### src/rtl/ps2_pkg.sv
// ---------------------------------------------------------------------------
// ps2_pkg
// Shared definitions for the PS/2 host transmitter: FSM state encoding,
// input glitch-filter length, frame bit-index constants and the parity
// helper.
// ---------------------------------------------------------------------------
package ps2_pkg;

  typedef enum logic [2:0] {
    ST_IDLE,
    ST_INHIBIT,
    ST_START,
    ST_BITS,
    ST_ACK,
    ST_RELEASE
  } state_t;

  // A pad level must be seen this many consecutive samples before the
  // filtered level follows it.
  localparam int FILTER_LEN = 8;

  // Bit indexes within the frame after the start bit:
  // 0..7 data, 8 parity, 9 stop, 10 = waiting for the device acknowledge.
  localparam logic [3:0] IDX_PARITY = 4'd8;
  localparam logic [3:0] IDX_STOP   = 4'd9;
  localparam logic [3:0] IDX_ACK    = 4'd10;

  // PS/2 uses odd parity: the parity bit makes the count of ones odd.
  function automatic logic odd_parity(input logic [7:0] b);
    return ~^b;
  endfunction

endpackage

### src/rtl/ps2_host_tx_if.sv
// ---------------------------------------------------------------------------
// ps2_host_tx_if
// Request/status handshake between a command source and the PS/2 host
// transmitter.
//   strb  : one-cycle request to send data
//   data  : byte to send, sampled with an accepted strb
//   busy  : transmitter owns the bus
//   done  : one-cycle pulse, frame acknowledged by the device
//   error : one-cycle pulse, timeout or missing acknowledge
// master = command source, slave = transmitter.
// ---------------------------------------------------------------------------
interface ps2_host_tx_if;
  logic       strb;
  logic [7:0] data;
  logic       busy;
  logic       done;
  logic       error;

  modport master (output strb, output data, input busy, input done, input error);
  modport slave  (input strb, input data, output busy, output done, output error);
endinterface

### src/rtl/ps2_filter.sv
// ---------------------------------------------------------------------------
// ps2_filter
// Two-flop synchroniser followed by a persistence filter for one PS/2 pad.
//   clock : system clock
//   reset : synchronous active-high reset, all flops go to 1 (idle bus)
//   pad   : asynchronous pad input
//   level : filtered level, follows pad only after FILTER_LEN equal samples
// ---------------------------------------------------------------------------
module ps2_filter
  import ps2_pkg::*;
(
  input  logic clock,
  input  logic reset,
  input  logic pad,
  output logic level
);

  localparam int CW = $clog2(FILTER_LEN) + 1;
  localparam logic [CW-1:0] CNT_LAST = CW'(FILTER_LEN - 1);

  logic          sync1;
  logic          sync2;
  logic [CW-1:0] cnt;

  // The counter tracks how long the synchronised input has disagreed with
  // the filtered level; any agreeing sample restarts it.
  always_ff @(posedge clock) begin
    if (reset) begin
      sync1 <= 1'b1;
      sync2 <= 1'b1;
      level <= 1'b1;
      cnt   <= '0;
    end else begin
      sync1 <= pad;
      sync2 <= sync1;
      if (sync2 == level) begin
        cnt <= '0;
      end else if (cnt == CNT_LAST) begin
        level <= sync2;
        cnt   <= '0;
      end else begin
        cnt <= cnt + CW'(1);
      end
    end
  end

endmodule

### src/rtl/ps2_host_tx.sv
// ---------------------------------------------------------------------------
// ps2_host_tx
// PS/2 host-to-device transmitter: inhibits the bus, issues request-to-send,
// shifts start/data/parity/stop on device clock falling edges, checks the
// device acknowledge and waits for the bus to go idle.
//   clock, reset : system clock, synchronous active-high reset
//   host         : strb/data request, busy/done/error status (slave side)
//   ps2CkI/DQI   : asynchronous pad inputs
//   ps2CkO/DQO   : open-drain drives, 0 pulls the line low, 1 releases it
// ---------------------------------------------------------------------------
module ps2_host_tx
  import ps2_pkg::*;
#(
  parameter int CLK_KHZ    = 32000,
  parameter int INHIBIT_US = 110,
  parameter int TIMEOUT_MS = 15
) (
  input  logic         clock,
  input  logic         reset,
  ps2_host_tx_if.slave host,
  input  logic         ps2CkI,
  input  logic         ps2DQI,
  output logic         ps2CkO,
  output logic         ps2DQO
);

  localparam int INH_CYC = INHIBIT_US * CLK_KHZ / 1000;
  localparam int TO_CYC  = TIMEOUT_MS * CLK_KHZ;
  localparam int INH_W   = $clog2(INH_CYC) + 1;
  localparam int TO_W    = $clog2(TO_CYC) + 1;

  localparam logic [INH_W-1:0] INH_LAST = INH_W'(INH_CYC - 1);
  localparam logic [INH_W-1:0] INH_PRE  = INH_W'(INH_CYC - 2);
  localparam logic [TO_W-1:0]  TO_LAST  = TO_W'(TO_CYC - 1);

  logic ck_filt;
  logic dq_filt;
  logic ck_prev;
  logic fall;

  state_t           state, state_n;
  logic [INH_W-1:0] inh_cnt, inh_n;
  logic [TO_W-1:0]  to_cnt, to_n;
  logic [3:0]       idx, idx_n;
  logic [7:0]       byte_q, byte_n;
  logic             par_q, par_n;
  logic             ck_q, ck_n;
  logic             dq_q, dq_n;
  logic             busy_q, busy_n;
  logic             done_q, done_n;
  logic             error_q, error_n;
  logic             active;

  ps2_filter u_ck_filter (.clock(clock), .reset(reset), .pad(ps2CkI), .level(ck_filt));
  ps2_filter u_dq_filter (.clock(clock), .reset(reset), .pad(ps2DQI), .level(dq_filt));

  // Registered falling-edge detect on the filtered device clock.
  always_ff @(posedge clock) begin
    if (reset) begin
      ck_prev <= 1'b1;
      fall    <= 1'b0;
    end else begin
      ck_prev <= ck_filt;
      fall    <= ck_prev & ~ck_filt;
    end
  end

  // Line value for a given frame position: data bits, parity, then stop.
  function automatic logic frame_bit(input logic [7:0] b, input logic p, input logic [3:0] i);
    if (i < IDX_PARITY) return b[i[2:0]];
    else if (i == IDX_PARITY) return p;
    else return 1'b1;
  endfunction

  assign active = (state == ST_START) || (state == ST_BITS) ||
                  (state == ST_ACK)   || (state == ST_RELEASE);

  always_ff @(posedge clock) begin
    if (reset) begin
      state   <= ST_IDLE;
      inh_cnt <= '0;
      to_cnt  <= '0;
      idx     <= '0;
      byte_q  <= '0;
      par_q   <= 1'b0;
      ck_q    <= 1'b1;
      dq_q    <= 1'b1;
      busy_q  <= 1'b0;
      done_q  <= 1'b0;
      error_q <= 1'b0;
    end else begin
      state   <= state_n;
      inh_cnt <= inh_n;
      to_cnt  <= to_n;
      idx     <= idx_n;
      byte_q  <= byte_n;
      par_q   <= par_n;
      ck_q    <= ck_n;
      dq_q    <= dq_n;
      busy_q  <= busy_n;
      done_q  <= done_n;
      error_q <= error_n;
    end
  end

  // Line drives are registered, so every value computed here appears on
  // the pads one cycle later; the start bit is therefore prepared one
  // cycle early so it is already low on the last inhibit cycle.
  always_comb begin
    state_n = state;
    inh_n   = inh_cnt;
    to_n    = to_cnt;
    idx_n   = idx;
    byte_n  = byte_q;
    par_n   = par_q;
    ck_n    = ck_q;
    dq_n    = dq_q;
    busy_n  = busy_q;
    done_n  = 1'b0;
    error_n = 1'b0;

    if (active && (to_cnt != '1)) to_n = to_cnt + TO_W'(1);

    unique case (state)
      ST_IDLE: begin
        ck_n   = 1'b1;
        dq_n   = 1'b1;
        busy_n = 1'b0;
        if (host.strb) begin
          byte_n  = host.data;
          par_n   = odd_parity(host.data);
          busy_n  = 1'b1;
          ck_n    = 1'b0;
          inh_n   = '0;
          state_n = ST_INHIBIT;
        end
      end
      ST_INHIBIT: begin
        if (inh_cnt != '1) inh_n = inh_cnt + INH_W'(1);
        if (inh_cnt == INH_PRE) dq_n = 1'b0;
        if (inh_cnt == INH_LAST) begin
          ck_n    = 1'b1;
          dq_n    = 1'b0;
          to_n    = '0;
          state_n = ST_START;
        end
      end
      ST_START: begin
        if (fall) begin
          dq_n    = byte_q[0];
          idx_n   = '0;
          state_n = ST_BITS;
        end
      end
      ST_BITS: begin
        if (fall) begin
          if (idx == IDX_STOP) begin
            idx_n   = IDX_ACK;
            state_n = ST_ACK;
          end else begin
            idx_n = idx + 4'd1;
            dq_n  = frame_bit(byte_q, par_q, idx + 4'd1);
          end
        end
      end
      ST_ACK: begin
        if (dq_filt) begin
          error_n = 1'b1;
          busy_n  = 1'b0;
          ck_n    = 1'b1;
          dq_n    = 1'b1;
          state_n = ST_IDLE;
        end else begin
          state_n = ST_RELEASE;
        end
      end
      ST_RELEASE: begin
        if (ck_filt && dq_filt) begin
          done_n  = 1'b1;
          busy_n  = 1'b0;
          state_n = ST_IDLE;
        end
      end
      default: state_n = ST_IDLE;
    endcase

    // Timeout wins over anything else finishing in the same cycle, so
    // exactly one of done/error can ever pulse.
    if (active && (to_cnt == TO_LAST)) begin
      done_n  = 1'b0;
      error_n = 1'b1;
      busy_n  = 1'b0;
      ck_n    = 1'b1;
      dq_n    = 1'b1;
      state_n = ST_IDLE;
    end
  end

  assign ps2CkO     = ck_q;
  assign ps2DQO     = dq_q;
  assign host.busy  = busy_q;
  assign host.done  = done_q;
  assign host.error = error_q;

endmodule

### src/flat_wrapper.sv
// flat-port wrapper written by rule: the top's interface ports become plain ports
module ps2_host_tx_flat import ps2_pkg::*;
#(
  parameter int CLK_KHZ    = 32000,
  parameter int INHIBIT_US = 110,
  parameter int TIMEOUT_MS = 15
)
  (clock, reset, ps2CkI, ps2DQI, ps2CkO, ps2DQO, host_strb, host_data, host_busy, host_done, host_error);
  ps2_host_tx_if host_i ();
  input  logic clock;
  input  logic reset;
  input  logic ps2CkI;
  input  logic ps2DQI;
  output logic ps2CkO;
  output logic ps2DQO;
  input wire logic [$bits(host_i.strb)-1:0] host_strb;
  input wire logic [$bits(host_i.data)-1:0] host_data;
  output wire logic [$bits(host_i.busy)-1:0] host_busy;
  output wire logic [$bits(host_i.done)-1:0] host_done;
  output wire logic [$bits(host_i.error)-1:0] host_error;
  assign host_i.strb = host_strb;
  assign host_i.data = host_data;
  assign host_busy = host_i.busy;
  assign host_done = host_i.done;
  assign host_error = host_i.error;
  ps2_host_tx #(.CLK_KHZ(CLK_KHZ), .INHIBIT_US(INHIBIT_US), .TIMEOUT_MS(TIMEOUT_MS)) u_core (.clock(clock), .reset(reset), .host(host_i), .ps2CkI(ps2CkI), .ps2DQI(ps2DQI), .ps2CkO(ps2CkO), .ps2DQO(ps2DQO));
endmodule
### config.mk
export PLATFORM = sky130hd
export DESIGN_NAME = ps2_host_tx_flat
export DESIGN_NICKNAME = d
export VERILOG_FILES = /design/src/rtl/ps2_pkg.sv /design/src/rtl/ps2_host_tx_if.sv /design/src/rtl/ps2_filter.sv /design/src/rtl/ps2_host_tx.sv /design/src/flat_wrapper.sv
export SDC_FILE = /design/constraint.sdc
export NUM_CORES = 1
export LEC_CHECK = 0
export BUFFER_PORTS_ARGS = -buffer_cell sky130_fd_sc_hd__buf_2
export CORE_UTILIZATION = 40
export CTS_BUF_LIST = sky130_fd_sc_hd__clkbuf_16
export CTS_CLUSTER_DIAMETER = 200
export CTS_CLUSTER_SIZE = 30
export DETAILED_ROUTE_END_ITERATION = 10
export PLACE_DENSITY_LB_ADDON = 0.05
export SYNTH_ARGS = -nofsm -noshare
export SYNTH_HDL_FRONTEND = slang
export SYNTH_SLANG_ARGS = --single-unit
### constraint.sdc
create_clock -name clock -period 1.9 [get_ports clock]
set_input_delay 0.38 -clock clock [delete_from_list [all_inputs] [get_ports clock]]
set_output_delay 0.38 -clock clock [all_outputs]
set_load 0.005 [all_outputs]
==> results.sh, run 1 <==
export IMPL_status="completed"
export IMPL_cap_violations=0
export IMPL_hp_class="primary input to register"
export IMPL_drive_above_1_share_pct=21.7
export IMPL_worstSkewPairLatency_ps=330
export IMPL_p_clk_share_pct=50.4
export IMPL_nNetsFinal=463
export IMPL_power_density_nw_per_um2=817
export IMPL_drc_errors=0
export IMPL_grtUsageMet1_pct=24.1
export IMPL_port_buffers=17
export IMPL_grt_pass1_vias=2651
export IMPL_pre_cts_slack_ps=76.7
export IMPL_p_seq_share_pct=43.1
export IMPL_peakVddDrop_v=0.000453
export IMPL_grt_setup_unrepaired="true"
export IMPL_cts_tree="done"
export IMPL_fin_crit_sh_pct=94.4
export IMPL_hpwlAfterDp_mm=5.53
export IMPL_grtUsageMet2_pct=28.8
export IMPL_fin_util_pct=49.6
export IMPL_grt_max_degree=18
export IMPL_cts_setup_buffers=0
export IMPL_clockRootBuffer="clkbuf_16"
export IMPL_avgRoutedWirePerCell_um=13.7
export IMPL_avgSynthCellArea_um2=8.77
export IMPL_area_growth_pct=21.0
export IMPL_drt_iter0_drc=60
export IMPL_tightestPinTransition_ps=540
export IMPL_fmax_mhz=557
export IMPL_crit_path_end_kind="register"
export IMPL_synth_net_count=426
export IMPL_path_clk_slew_ps=60
export IMPL_finalHoldViolations=0
export IMPL_num_rows=34
export IMPL_final_setup_viol_count=0
export IMPL_dieHeight_um=96.3
export IMPL_die_x_um=96.3
export IMPL_cp_max_fo=13
export IMPL_crit_path_start_kind="register"
export IMPL_combinationalPowerShare_pct=6.5
export IMPL_cp_slowest_cell="a2111oi_4"
export IMPL_yosys_warnings=0
export IMPL_drtAntennaViolNets=0
export IMPL_antenna_cells=0
export IMPL_clock_path_buffers=2
export IMPL_synth_edf_count=0
export IMPL_p_int_mw=2.74
export IMPL_grt_busiest_layer="met2"
export IMPL_gr_usage_met3_pct=5.06
export IMPL_worst_setup_path_type="register to register"
export IMPL_vias=2845
export IMPL_syn_area_um2=3560
export IMPL_cp_cell_sequence="ha_1 > and4_1 > and3_1 > buf_12 > a2111oi_4 > xnor2_1 > nor2_1"
export IMPL_drv_slew=0
export IMPL_die_area_um2=9280
export IMPL_floorplan_initialDensity_pct=41.0
export IMPL_avgViaCountPerCell=5.13
export IMPL_fin_ws_ps=106
export IMPL_ys_types=53
export IMPL_cts_resized_gates=0
export IMPL_switching_share_pct=22.3
export IMPL_crit_required_ps=2120
export IMPL_slew_headroom_pct=63.6
export IMPL_synthCells=406
export IMPL_async_flop_share_pct=0
export IMPL_drt_pre_antenna_iters=4
export IMPL_wirelength_mm=7.60
export IMPL_io_pins=18
export IMPL_fin_crit_ps=1790
export IMPL_yosysSeqAreaShare_pct=39.4
export IMPL_ys_seq_elements=70
export IMPL_grt_usage_pct=18.2
export IMPL_cts_buffers=9
export IMPL_clock_sinks=70
export IMPL_power_switching_mw=0.784
export IMPL_antenna_found_initial=0
export IMPL_worst_path_largest_cell_delay_ps=360
export IMPL_place_gp_congestion=0.827
export IMPL_clock_skew_ps=8.43
export IMPL_arrival_ps=2010
export IMPL_leakagePower_nw=1.51
export IMPL_core_um2=8680
export IMPL_cts_hold_buf=0
export IMPL_grt_ovfl_total=0
export IMPL_synth_main_ff_cell="dfxtp_1"
export IMPL_htree_levels=3
export IMPL_grt_pass1_wl_mm=12.8
[layout make-up]
| type | instances | area (um2) |
|---|---|---|
| clock buffer | 9 | 225 |
| clock inverter | 6 | 87.6 |
| fill | 883 | 4370 |
| inverter | 14 | 52.6 |
| multi-input combinational | 301 | 2080 |
| sequential | 70 | 1410 |
| tap | 108 | 135 |
| timing repair buffer | 47 | 323 |
[state kept, by name, indices dropped and copies added, names as in the netlist, 3 cells and up]
name	count
u_core.byte_q	8
u_core.idx	4
u_core.state	3
u_core.inh_cnt	13
u_core.u_dq_filter.cnt	4
u_core.u_ck_filter.cnt	4
u_core.to_cnt	20
[cell usage in the layout, fill, tap and decap left out, types with 5 or more instances in the layout]
cell and n:
ha_1 5, nor4_1 6, and3_1 7, a2111oi_2 6, nor3_1 9, nand4_1 7
a21oi_1 25, dfxtp_1 67, nand3_1 15, or2_2 7, buf_4 29, clkbuf_16 9
mux2i_1 6, a211oi_1 8, xnor2_1 41, nand2_1 41, buf_2 17, inv_1 14
nor2_1 53
[Yosys cell counts (4+ instances only)]
cell | instances | area share (%)
nand4_1 | 7 | 1.2
and3_1 | 7 | 1.2
nor2_1 | 53 | 5.6
dfxtp_1 | 70 | 39
mux2i_1 | 6 | 1.7
nor4_1 | 7 | 1.2
a31oi_1 | 4 | 0.70
nor3_1 | 9 | 1.3
clkbuf_1 | 8 | 0.84
or2_2 | 7 | 1.2
nand2_1 | 41 | 4.3
nand3_1 | 15 | 2.1
a21oi_1 | 25 | 3.5
and4_1 | 4 | 0.98
a211oi_1 | 8 | 1.7
o21ai_0 | 4 | 0.56
xnor2_1 | 41 | 10
ha_1 | 7 | 2.5
inv_1 | 14 | 1.5
nand2b_1 | 4 | 0.70
a2111oi_2 | 9 | 3.8
buf_2 | 9 | 1.3
[routing by layer]
layer | vias up | wire, um | share of wire (%)
met5 | - | 0 | 0
met3 | 7 | 157 | 2.1
li1 | 1487 | - | -
met4 | 0 | 95 | 1.3
met2 | 28 | 3480 | 46
met1 | 1323 | 3860 | 51
[power groups by stage]
stage               Clock [mW]  Combinational (mW)  Sequential [mW]
floorplan                    0               0.156             1.55
global placement             0               0.230             1.55
detailed placement           0               0.232             1.55
CTS                       1.82               0.233             1.52
global route              1.89               0.257             1.52
finish                    1.77               0.230             1.52
[worst max-delay path: cells and delay by family (launching register included)]
kind | cells | cell delay, ps
buffers and inverters | 1 | 160
AOI/OAI and AO/OA | 1 | 360
adders and majority gates | 1 | 200
and+or+nand+nor | 3 | 490
xor gates and xnor gates | 1 | 150
DFF | 1 | 310
[stage by stage]
stage	setup TNS [ps]	instance area (um2)	hold WS, ps	total power, mW	std cells
after floorplan	0	3590	389	1.70	406
after global placement	0	3940	393	1.78	540
after detailed placement	0	3940	398	1.78	540
after CTS	0	4250	221	3.57	555
after global routing	-18.2	4310	219	3.67	555
final	0	4310	228	3.52	555
[worst paths after layout]
kind | start | endpoint | slack, ps | cells after the start
max | u_core.to_cnt[0] | u_core.to_cnt[9] | 110 | 7
max reg2reg | u_core.to_cnt[0] | u_core.to_cnt[9] | 110 | 7
min | ps2DQI | u_core.u_dq_filter.sync1 | 230 | 2
min reg2reg | u_core.ck_prev | u_core.fall | 400 | 2
[kinds of logic after synthesis]
family,count (synthesis),share of synthesized area [%]
simple gates,177,25.9
flops,70,39.4
compound gates,65,13.8
xor+xnor,45,11.6
buf+inv,35,4.53
mux,7,2.32
fa+ha+maj,7,2.46
Power figures use the tool's default switching activity.
==> run 2: changes to the inputs <==
--- a/config.mk
+++ b/config.mk
@@ -5,13 +5,14 @@
 export SDC_FILE = /design/constraint.sdc
 export NUM_CORES = 1
 export LEC_CHECK = 0
-export BUFFER_PORTS_ARGS = -buffer_cell sky130_fd_sc_hd__buf_2
 export CORE_UTILIZATION = 40
-export CTS_BUF_LIST = sky130_fd_sc_hd__clkbuf_16
+export CTS_BUF_LIST = sky130_fd_sc_hd__clkbuf_4
 export CTS_CLUSTER_DIAMETER = 200
 export CTS_CLUSTER_SIZE = 30
 export DETAILED_ROUTE_END_ITERATION = 10
+export DONT_BUFFER_PORTS = 1
 export PLACE_DENSITY_LB_ADDON = 0.05
 export SYNTH_ARGS = -nofsm -noshare
 export SYNTH_HDL_FRONTEND = slang
 export SYNTH_SLANG_ARGS = --single-unit
+export TNS_END_PERCENT = 30
==> run 2 against run 1 <==
Against the previous run: count of clock-buffer cells in the layout increased by 1; utilization down 2.9 points; non-clock buffer count down 16; worst hold slack got worse by 190 ps; register-to-register slack worse by 40 ps; first-iteration DRC count is 17% higher; sequential cell count is the same; clock skew grew 9.2 ps; power fell by 30%; die area stayed put; critical endpoint is now u_core.ps2DQO; highest routed layer unchanged.
==> results.sh, run 2 (synthesis results as in run 1) <==
export IMPL_status="completed"
export IMPL_reg_top3="u_core.to_cnt: 20 flops, u_core.inh_cnt: 13 flops, u_core.byte_q: 8 flops"
export IMPL_clock_sinks=70
export IMPL_drt_iter0_drc=70
export IMPL_finalHoldViolations=0
export IMPL_regMostFlops="u_core.to_cnt"
export IMPL_final_setup_viol_count=0
export IMPL_drt_pre_antenna_iters=4
export IMPL_drive_above_1_share_pct=18.6
export IMPL_reg2reg_depth=6
export IMPL_peakVddDrop_v=0.000389
export IMPL_worstSetupEndpoint="u_core.ps2DQO"
export IMPL_final_common_cell="dfxtp_1"
export IMPL_cp_max_fo=4
export IMPL_path_buf_inv=0
export IMPL_hp_class="primary input to register"
export IMPL_arrival_ps=2140
export IMPL_clock_skew_ps=17.6
export IMPL_grt_pass1_vias=2674
export IMPL_num_rows=34
export IMPL_io_pins=18
export IMPL_path_clk_slew_ps=120
export IMPL_regArea_um2=1410
export IMPL_clock_path_buffers=2
export IMPL_avgRoutedWirePerCell_um=14.5
export IMPL_drtAntennaViolNets=0
export IMPL_largest_reg_flops=20
export IMPL_reg2reg_from="u_core.idx[1]"
export IMPL_grt_max_degree=23
export IMPL_fin_crit_sh_pct=96.6
export IMPL_grt_setup_unrepaired="true"
export IMPL_grt_ovfl_total=0
export IMPL_floorplan_initialDensity_pct=41.0
export IMPL_fin_crit_ps=1840
export IMPL_drv_slew=0
export IMPL_antenna_cells=0
export IMPL_grt_usage_pct=18.2
export IMPL_fin_hold_ws_ps=41.8
export IMPL_antenna_found_initial=0
export IMPL_final_cell_mix="dfxtp_1, nor2_1, nand2_1, xnor2_1"
export IMPL_htree_levels=3
export IMPL_worst_path_largest_cell_delay_ps=500
export IMPL_leakagePower_nw=1.38
export IMPL_core_um2=8680
export IMPL_tightestPinTransition_ps=670
export IMPL_fill_cells=911
export IMPL_crit_path_start_kind="register"
export IMPL_clockRootBuffer="clkbuf_4"
export IMPL_dieHeight_um=96.3
export IMPL_place_gp_congestion=0.749
export IMPL_slew_headroom_pct=55.3
export IMPL_die_x_um=96.3
export IMPL_crit_start="u_core.idx[1]"
export IMPL_fin_total_pwr_mw=2.46
export IMPL_fmax_mhz=545
export IMPL_crit_path_end_kind="register"
export IMPL_grt_pass1_wl_mm=12.7
export IMPL_power_density_nw_per_um2=606
export IMPL_crit_required_ps=2210
export IMPL_rr_endpoint="u_core.ps2DQO"
export IMPL_avgViaCountPerCell=5.30
export IMPL_cap_violations=0
export IMPL_cts_setup_buffers=0
export IMPL_pre_cts_slack_ps=-16.8
export IMPL_wirelength_mm=7.82
export IMPL_multi_input_area_um2=2080
export IMPL_nNetsFinal=447
export IMPL_drc_errors=0
export IMPL_critPathTopFamily="multiplexers"
export IMPL_fin_ws_ps=64.8
export IMPL_die_area_um2=9280
export IMPL_port_buffers=0
export IMPL_ff2ff_setup_slack_ps=60
export IMPL_worst_setup_path_type="register to register"
export IMPL_hpwlAfterDp_mm=5.39
export IMPL_cp_cell_sequence="ha_4 > xor2_4 > mux4_2 > and2_1 > o31ai_2 > a21oi_1"
export IMPL_cts_buffers=9
export IMPL_cts_tree="done"
export IMPL_vias=2851
export IMPL_worstSkewPairLatency_ps=410
export IMPL_area_growth_pct=14.1
export IMPL_path_depth=6
export IMPL_cp_slowest_cell="mux4_2"
run 2: cell count changes in the layout (fill, tap and decap cells not counted), sizes merged:
| cell | before | now |
|---|---|---|
| buf | 47 | 29 |
| clkinv | 1 | 4 |
| clkinvlp | 3 | 0 |
| bufinv | 2 | 0 |
| dlygate4sd3 | 0 | 2 |
| clkbuf | 9 | 10 |
run 2: final cells by class:
type                    instances  share of cell area, %
clock inverters                 4                  0.401
clock buffers                  10                   1.85
inverters                      14                   1.29
repair buffers                 31                   7.09
well taps                     108                   3.33
flip-flops and latches         70                   34.8
multi-input cells             301                   51.2
run 2: timing repair:
| item | CTS | global route |
|---|---|---|
| setup endpoints to repair | 2 | 21 |
| hold endpoints to repair | 8 | 4 |
| pin swaps | 0 | 1 |
| hold buffers | 1 | 1 |
| cloned | 0 | 0 |
| resized for setup | 2 | 13 |
run 2: per-layer routing:
layer | track usage [%] | wire (um) | vias to the layer above
met4 | 5.27 | 110 | 0
li1 | - | - | 1456
met1 | 22.3 | 3720 | 1327
met5 | 0 | 0 | -
met3 | 6.71 | 358 | 10
met2 | 29.7 | 3640 | 58
run 2: how the worst min path moves through the flow:
stage / from / to / slack, ps / cells after the start
after floorplan: u_core.u_ck_filter.sync1 / u_core.u_ck_filter.sync2 / 390 / 1
after global placement: u_core.ck_prev / u_core.fall / 410 / 2
after detailed placement: u_core.ck_prev / u_core.fall / 400 / 2
after CTS: reset / u_core.idx[2] / 0.07 / 1
after global routing: reset / u_core.byte_q[4] / 0.5 / 1
final: reset / u_core.byte_q[4] / 40 / 1
run 2: power breakdown:
group	switching, mW	total, mW	internal, mW
registers	0.0212	1.51	1.49
logic	0.119	0.207	0.0886
clock network	0.484	0.740	0.256
total	0.624	2.46	1.84
run 2: stage by stage:
stage          area (um2)  TNS [ps]  utilization [%]  instances
2_1_floorplan        3590         0                -        406
6_report             4060         0             46.8        538
3_3_place_gp         3890         0             44.8        522
4_1_cts              3990         0             46.0        537
5_1_grt              4060     -30.4             46.8        538
3_5_place_dp         3890     -16.8             44.8        522
